==> config.mk <==
export PLATFORM = sky130hd
export DESIGN_NAME = id_operand_stage
export DESIGN_NICKNAME = d
export VERILOG_FILES = /design/src/rtl/id_operand_stage.sv
export SDC_FILE = /design/constraint.sdc
export NUM_CORES = 1
export LEC_CHECK = 0
export ABC_AREA = 0
export CORE_ASPECT_RATIO = 1.25
export CORE_MARGIN = 3
export CORE_UTILIZATION = 42
export CTS_CLUSTER_DIAMETER = 60
export DETAILED_ROUTE_END_ITERATION = 16
export PLACE_DENSITY = 0.86
export SLEW_MARGIN = 20
export SYNTH_ARGS = -nofsm -noshare
export SYNTH_HDL_FRONTEND = slang
export SYNTH_SLANG_ARGS = --single-unit
==> constraint.sdc <==
create_clock -name clk -period 3.9 [get_ports clk]
set_input_delay 0.78 -clock clk [delete_from_list [all_inputs] [get_ports clk]]
set_output_delay 0.78 -clock clk [all_outputs]
set_load 0.05 [all_outputs]
==> src/rtl/id_operand_stage.sv <==
// Decode operand stage: regfile read, youngest-first forwarding, load-use stall, ID/EX slot.
// Optional ID_STALL_PERF_EN adds stall/issue performance counters with perf_clr.
module id_operand_stage #(
  parameter int DATA_W    = 32,
  parameter int REG_AW    = 5,
  parameter int NUM_FWD   = 2,
  parameter int STALL_MAX = 15
) (
  input  logic                      clk,
  input  logic                      rst,
  input  logic                      dec_valid,
  output logic                      dec_ready,
  input  logic                      dec_rs_read,
  input  logic [REG_AW-1:0]         dec_rs,
  input  logic                      dec_rt_read,
  input  logic [REG_AW-1:0]         dec_rt,
  input  logic [DATA_W-1:0]         dec_imm,
  input  logic [7:0]                dec_aluop,
  input  logic [2:0]                dec_alusel,
  input  logic                      dec_wreg,
  input  logic [REG_AW-1:0]         dec_wd,
  output logic [REG_AW-1:0]         rf_raddr1,
  output logic [REG_AW-1:0]         rf_raddr2,
  input  logic [DATA_W-1:0]         rf_rdata1,
  input  logic [DATA_W-1:0]         rf_rdata2,
  input  logic [NUM_FWD-1:0]        fwd_wreg,
  input  logic [NUM_FWD-1:0]        fwd_pending,
  input  logic [NUM_FWD*REG_AW-1:0] fwd_wd,
  input  logic [NUM_FWD*DATA_W-1:0] fwd_wdata,
  input  logic                      flush,
  output logic                      ex_valid,
  input  logic                      ex_ready,
  output logic [DATA_W-1:0]         ex_reg1,
  output logic [DATA_W-1:0]         ex_reg2,
  output logic [7:0]                ex_aluop,
  output logic [2:0]                ex_alusel,
  output logic                      ex_wreg,
  output logic [REG_AW-1:0]         ex_wd,
  output logic                      stall_timeout
`ifdef ID_STALL_PERF_EN
  ,
  input  logic                      perf_clr,
  output logic [31:0]               perf_stall_cnt,
  output logic [31:0]               perf_issue_cnt
`endif
);

  localparam logic [1:0] S_EMPTY = 2'd0;
  localparam logic [1:0] S_FULL  = 2'd1;
  localparam logic [1:0] S_STALL = 2'd2;

  // Returns {pending, operand}; lowest index wins, so scan oldest to youngest.
  function automatic logic [DATA_W:0] resolve(
    input logic                      rd,
    input logic [REG_AW-1:0]         a,
    input logic [DATA_W-1:0]         rf,
    input logic [NUM_FWD-1:0]        wr,
    input logic [NUM_FWD-1:0]        pend,
    input logic [NUM_FWD*REG_AW-1:0] wd,
    input logic [NUM_FWD*DATA_W-1:0] wdat
  );
    logic [DATA_W:0] r;
    r = {1'b0, rf};
    for (int k = NUM_FWD - 1; k >= 0; k--) begin
      if (wr[k] && wd[k*REG_AW +: REG_AW] == a)
        r = {pend[k], wdat[k*DATA_W +: DATA_W]};
    end
    if (a == '0) r = '0;
    if (!rd) r = {1'b0, dec_imm};
    return r;
  endfunction

  logic [DATA_W:0]   res1, res2;
  logic              hazard, xfer;
  logic [1:0]        state_q, state_d;
  logic [7:0]        cnt_q, cnt_d, cnt_base;
  logic              to_q, to_d;
  logic              valid_q, valid_d;
  logic [DATA_W-1:0] reg1_q, reg2_q;
  logic [7:0]        aluop_q;
  logic [2:0]        alusel_q;
  logic              wreg_q;
  logic [REG_AW-1:0] wd_q;

  assign rf_raddr1 = dec_rs;
  assign rf_raddr2 = dec_rt;

  always_comb begin
    res1 = resolve(dec_rs_read, dec_rs, rf_rdata1,
                   fwd_wreg, fwd_pending, fwd_wd, fwd_wdata);
    res2 = resolve(dec_rt_read, dec_rt, rf_rdata2,
                   fwd_wreg, fwd_pending, fwd_wd, fwd_wdata);
  end

  assign hazard    = res1[DATA_W] | res2[DATA_W];
  assign dec_ready = !hazard && !flush && (!valid_q || ex_ready);
  assign xfer      = dec_valid && dec_ready;

  always_comb begin
    valid_d = valid_q;
    if (flush)         valid_d = 1'b0;
    else if (xfer)     valid_d = 1'b1;
    else if (ex_ready) valid_d = 1'b0;
  end

  always_comb begin
    state_d = S_EMPTY;
    if (flush)                     state_d = S_EMPTY;
    else if (dec_valid && hazard)  state_d = S_STALL;
    else if (valid_d)              state_d = S_FULL;
  end

  // Counter runs only through consecutive hazard cycles; backpressure is not counted.
  always_comb begin
    cnt_base = (state_q == S_STALL) ? cnt_q : 8'd0;
    cnt_d    = 8'd0;
    if (state_d == S_STALL)
      cnt_d = (cnt_base == 8'hFF) ? cnt_base : cnt_base + 8'd1;
    to_d = to_q | ((state_d == S_STALL) && (cnt_d >= 8'(STALL_MAX)));
  end

  always_ff @(posedge clk or posedge rst) begin
    if (rst) begin
      state_q  <= S_EMPTY;
      cnt_q    <= '0;
      to_q     <= 1'b0;
      valid_q  <= 1'b0;
      reg1_q   <= '0;
      reg2_q   <= '0;
      aluop_q  <= '0;
      alusel_q <= '0;
      wreg_q   <= 1'b0;
      wd_q     <= '0;
    end else begin
      state_q <= state_d;
      cnt_q   <= cnt_d;
      to_q    <= to_d;
      valid_q <= valid_d;
      if (xfer) begin
        reg1_q   <= res1[DATA_W-1:0];
        reg2_q   <= res2[DATA_W-1:0];
        aluop_q  <= dec_aluop;
        alusel_q <= dec_alusel;
        wreg_q   <= dec_wreg;
        wd_q     <= dec_wd;
      end
    end
  end

  assign ex_valid      = valid_q;
  assign ex_reg1       = reg1_q;
  assign ex_reg2       = reg2_q;
  assign ex_aluop      = aluop_q;
  assign ex_alusel     = alusel_q;
  assign ex_wreg       = wreg_q;
  assign ex_wd         = wd_q;
  assign stall_timeout = to_q;

`ifdef ID_STALL_PERF_EN
  logic [31:0] pstall_q, pissue_q;

  always_ff @(posedge clk or posedge rst) begin
    if (rst) begin
      pstall_q <= '0;
      pissue_q <= '0;
    end else if (perf_clr) begin
      pstall_q <= '0;
      pissue_q <= '0;
    end else begin
      if (dec_valid && !dec_ready) pstall_q <= pstall_q + 32'd1;
      if (xfer)                    pissue_q <= pissue_q + 32'd1;
    end
  end

  assign perf_stall_cnt = pstall_q;
  assign perf_issue_cnt = pissue_q;
`endif

endmodule
Word level (Yosys, flattened, before mapping). Cells that the tools add are included.

Add/subtract/negate cells: 1. Muxes and demuxes: 17. Reductions and logical operators: 15. Equality and inequality tests: 7. Bitwise operators: 2. Order comparisons: 1.

Operators by type and width (number): 33-bit 2-to-1 mux (8); 8-bit 2-to-1 mux (3); 5-bit == test (4); 5-bit logical NOT (2); 1-bit logical AND (9); 8-bit by 1-bit adder with 8-bit output, second input constant (1); 8-bit == test, second input constant (1); 8-bit by 4-bit greater-or-equal comparator with 1-bit output, second input constant (1); 2-bit == test, second input constant (2); 1-bit 2-to-1 mux (4); 2-bit 2-to-1 mux (2); 1-bit logical NOT (3); 1-bit OR (2); 1-bit logical OR (1).

Output and inout port bits: 94. Input port bits: 208. Register bits after elaboration: 93. Logic and storage cells: 53.

Depth between registers and ports, before layout.
Depth in word-level cells: 21. Gate-level depth with buffers: 9. Gate-level depth less buffers: 9.

Least setup slack after synthesis. Ideal clock, no wire load.

Path kind: in2out. From: input port dec_rt[1]. To: output port dec_ready. Data arrival time: 3368 ps. Data required time: 3120 ps. Stages on the path: 4. Buffers on the path: 0. Setup slack: -248 ps. Path through: or4_1 o21a_1 o221a_2 nor4b_1.

Word-level cells in the longest chain between the ends: 10. Elaborated cells on any way between the ends: 13. Classes of those cells: 2 x eq/ne; 4 x mux; 1 x bitwise; 6 x reduce/logical.

Ends and longest elaborated chain: start, declared (line 16) `input logic [REG_AW-1:0] dec_rt,`; 5-bit == test (line 65) `if (wr[k] && wd[k*REG_AW +: REG_AW] == a)`; 1-bit logical AND (line 65); 33-bit 2-to-1 mux (2 in a row) (line 65); 33-bit 2-to-1 mux (*) (line 68) `if (a == '0) r = '0;`; 33-bit 2-to-1 mux (*) (line 69) `if (!rd) r = {1'b0, dec_imm};`; 1-bit OR (*) (line 95) `assign hazard = res1[DATA_W] | res2[DATA_W];`; 1-bit logical NOT (*) (line 96) `assign dec_ready = !hazard && !flush && (!valid_q || ex_ready);`; 1-bit logical AND (*) (2 in a row) (line 96); end, declared (line 12) `output logic dec_ready,`.

Every way passes the cells marked *; elsewhere a longest branch is shown, timed or not.

Worst setup path after layout.
From: input port dec_rs[1]. To: output port dec_ready.

Word-level cells in the longest chain between the ends: 10. Elaborated cells on any way between the ends: 13. Classes of those cells: 2 x eq/ne; 4 x mux; 1 x bitwise; 6 x reduce/logical.

Ends and longest elaborated chain: start, declared (line 14) `input logic [REG_AW-1:0] dec_rs,`; 5-bit == test (line 65); 1-bit logical AND (line 65); 33-bit 2-to-1 mux (2 in a row) (line 65); 33-bit 2-to-1 mux (*) (line 68); 33-bit 2-to-1 mux (*) (line 69); 1-bit OR (*) (line 95); 1-bit logical NOT (*) (line 96); 1-bit logical AND (*) (2 in a row) (line 96).

Marks and branches as above.

==> qor.tcl <==
set qor(grt_first_pass_wirelength_um) 34050
set qor(floorplan.rows) 49
set qor(timing_hold_violations_final) 0
set qor(design.die.area_mm2) 0.01642
set qor(drt_first_pass_iters) 5
set qor(synth_top_area_cell) {sky130_fd_sc_hd__dfrtp_1}
set qor(clock-sinks) 93
set qor(synth_cells) 654
set qor(groute.usage.overall_pct) 26.51
set qor(layout.area.seq_mm2) 0.002327
set qor(setup.worst_path.start_class) {primary input}
set qor(syn_area_mm2) 0.006261
set qor(cell_leakage_power_nw) 3.586
set qor(drive_gt1_share_pct) 11.89
set qor(fillers) 1136
set qor(synthDistinctLibCells) 40
set qor(power_density_mw_per_mm2) 397.8
set qor(ys_async_sr_fraction_pct) 100.0
set qor(endpoint_arrival_time_on_the_critical_path_ns) 2.71
set qor(cts.reportedPaths.clkPinSlew_ns) 0.07
set qor(final_nets) 1146
set qor(viasPerCell) 5.652
set qor(final_estimated_routing_congestion_in_global_placement) 0.8932
set qor(syn_area_per_cell_um2) 9.573
set qor(htree_levels) 3
set qor(yosysWarningCount) 0
set qor(timing.critical_path.fanout_max) 4
set qor(die_height_um) 142.5
set qor(finalSetupViolCount) 0
set qor(cts_root_buf) {sky130_fd_sc_hd__clkbuf_16}
set qor(preCtsSetupSlack_ns) 0.3148
set qor(fin_tns_setup_ns) 0
set qor(max_cap_violations) 0
set qor(grt_max_degree) 50
set qor(wl_per_cell_um) 20.25
set qor(post_synth_edffs) 0
set qor(cts-root-to-sink-buffers) 2
set qor(m1WireLength_um) 8634
set qor(portBuffers) 301
set qor(yosys-top-cells-area) {sky130_fd_sc_hd__dfrtp_1, sky130_fd_sc_hd__mux2_2, sky130_fd_sc_hd__o21ai_0, sky130_fd_sc_hd__mux2i_1, sky130_fd_sc_hd__nor2b_1}
set qor(core_area_mm2) 0.01447
set qor(synth.area.mux_share_pct) 24.96
set qor(grt_antenna_before_repair) 0
set qor(path_delay_family) {buffers and inverters}
set qor(vdd_ir_drop_max_mv) 0.3994
set qor(clock_tree_from_tritoncts) {done}
set qor(critical_path_cell_by_cell) {clkdlybuf4s50_1 > xnor2_1 > nand3_1 > nand3b_1 > o221a_2 > nor4b_2 > buf_4}
set qor(initial_core_util_pct) 43.27
set qor(drc) 0
set qor(grt_pass1_vias) 6514
set qor(postSynthNetCount) 863
set qor(holdBufCountCts) 0
set qor(sequential_share_of_the_synthesized_area_pct) 37.17
set qor(rsz0062_at_grt) {no}
set qor(post-cts-setup-buffers) 0
set qor(global_route.overflow_total) 0
set qor(syn2layout_area_growth_pct) 55.56
set qor(maxSlewViolCount) 0
set qor(setup.worst_path.class) {primary input to primary output}
set qor(tightestPinTransition_ns) 0.8408
set qor(cpPeakStageDelay_ns) 0.59
set qor(multiInputGateArea_mm2) 0.003671
set qor(yosysTopAreaCellShare_pct) 37.17
set qor(endpoint_kind) {primary output}
set qor(num_antenna_cells) 0
set qor(synth_commonest_cells) {sky130_fd_sc_hd__o21ai_0, sky130_fd_sc_hd__dfrtp_1, sky130_fd_sc_hd__a21oi_1, sky130_fd_sc_hd__nor2b_1, sky130_fd_sc_hd__mux2i_1}
set qor(postSynthRegisterBits) 93
set qor(detailedPlacementHpwl_um) 16690
set qor(timing.final.crit_period_ns) 3.490
set qor(finalCritPeriodShare_pct) 89.49
set qor(cts_resized) 0
set qor(run_status) {finished, final reports clean}
set qor(crit_required_ns) 3.12
set qor(share_of_the_synthesized_area_in_compound_gates_ao_oa_aoi_oai_pct) 17.95
set qor(post_synthesis_simple_gate_area_fraction_pct) 11.71
set qor(timing.max_slew.rel_slack_pct) 43.77
set qor(synth_fa_ha_area_share_pct) 0.1998
set qor(met3_wire_length_um) 1692
set qor(ioPinCount) 302
set qor(post-synth-top-count-cell) {sky130_fd_sc_hd__o21ai_0}
set qor(dominant_synthesized_flop_cell) {sky130_fd_sc_hd__dfrtp_1}
set qor(die-width_um) 115.2
set qor(topRoutingLayerUsed) {met4}
set qor(route.final.wire_length_um) 22680
set qor(number_of_buffer_and_inverter_stages_on_the_critical_path) 2
set qor(setup_ws_ns) 0.4098
set qor(drt-initial-drc-count) 368
set qor(post_synth_xor_area_fraction_pct) 3.217
set qor(skew_ns) 0.009320
set qor(min_path_type) {flip-flop to flip-flop}
set qor(via_count) 6330
set qor(cts_buffers) 9
set qor(met2_wl_um) 11620
set qor(achievable-frequency_mhz) 286.5
set qor(clock_latency_ns) 0.36
set qor(combinational_family_with_the_most_area_after_synthesis) {multiplexers}
set qor(critical_path.slowest_cell) {sky130_fd_sc_hd__clkdlybuf4s50_1}
set qor(postRouteAntennaNets) 0
## state kept, by name, summed over array words and instances, names as in the netlist
| register | cells |
|---|---|
| ex_reg1 | 32 |
| state_q | 2 |
| ex_wd | 5 |
| ex_alusel | 3 |
| stall_timeout | 1 |
| ex_valid | 1 |
| ex_reg2 | 32 |
| ex_wreg | 1 |
| cnt_q | 8 |
| ex_aluop | 8 |
## layout make-up
class | instances | area share, %
Clock inverter | 7 | 0.7451
Tap cell | 178 | 2.287
Inverter | 4 | 0.1799
Clock buffer | 9 | 2.312
Timing Repair Buffer | 320 | 32.89
Sequential cell | 93 | 23.90
Multi-Input combinational cell | 509 | 37.69
## worst paths after layout
check	start	end	slack, ns	depth (start not counted)
max	dec_rs[1]	dec_ready	0.41	7
min	ex_aluop[7]	ex_aluop[7]	0.49	1
max reg2reg	state_q[0]	stall_timeout	1.11	9
min reg2reg	ex_aluop[7]	ex_aluop[7]	0.49	1
max in group asynchronous	rst	ex_reg2[18]	2.33	3
min in group asynchronous	rst	ex_wreg	0.86	2
## kinds of logic (layout without fill, tap and decap cells)
logic type      after synthesis  after routing
compound gates              215            215
xor+xnor                     23             23
fa+ha+maj                     1              1
buf+inv                      52            340
flops                        93             93
mux                         146            146
simple gates                124            124
## layout by cell type, fill, tap and decap left out, types with 3 or more instances in the layout
master,instances
sky130_fd_sc_hd__a21oi_1,69
sky130_fd_sc_hd__and2_1,3
sky130_fd_sc_hd__buf_12,4
sky130_fd_sc_hd__buf_4,16
sky130_fd_sc_hd__clkbuf_16,9
sky130_fd_sc_hd__clkdlybuf4s50_1,300
sky130_fd_sc_hd__dfrtp_1,93
sky130_fd_sc_hd__inv_1,3
sky130_fd_sc_hd__inv_6,3
sky130_fd_sc_hd__mux2_1,18
sky130_fd_sc_hd__mux2_2,63
sky130_fd_sc_hd__mux2i_1,65
sky130_fd_sc_hd__nand2_1,7
sky130_fd_sc_hd__nand2b_1,3
sky130_fd_sc_hd__nand3_1,10
sky130_fd_sc_hd__nand3b_1,3
sky130_fd_sc_hd__nor2_1,8
sky130_fd_sc_hd__nor2b_1,66
sky130_fd_sc_hd__nor3_1,5
sky130_fd_sc_hd__nor4_1,3
sky130_fd_sc_hd__o21ai_0,132
sky130_fd_sc_hd__or2_2,4
sky130_fd_sc_hd__xnor2_1,22
## report_power, final
part	switching (mW)	internal [mW]
registers	0.0954	1.14
logic	1.03	0.715
clock network	0.434	0.454
total	1.56	2.31
## layer usage
layer | track usage, % | vias to the layer above
li1 | - | 2941
met1 | 31.19 | 3048
met2 | 45.37 | 294
met3 | 6.083 | 47
met4 | 12.61 | 0
met5 | 0 | -
## through the flow
stage / cells / power [mW] / instance area (um2) / hold slack [ns] / util, %
5_1_grt: 1120 / 4.023 / 9739 / 0.4977 / 67.31
3_5_place_dp: 1104 / 3.004 / 9435 / 0.4750 / 65.21
4_1_cts: 1120 / 3.904 / 9733 / 0.4904 / 67.27
2_1_floorplan: 654 / 2.261 / 6267 / 0.5255 / -
3_3_place_gp: 1104 / 2.979 / 9435 / 0.4674 / 65.21
6_report: 1120 / 3.874 / 9739 / 0.4880 / 67.31
No activity file was read; power rests on OpenSTA's default activity.
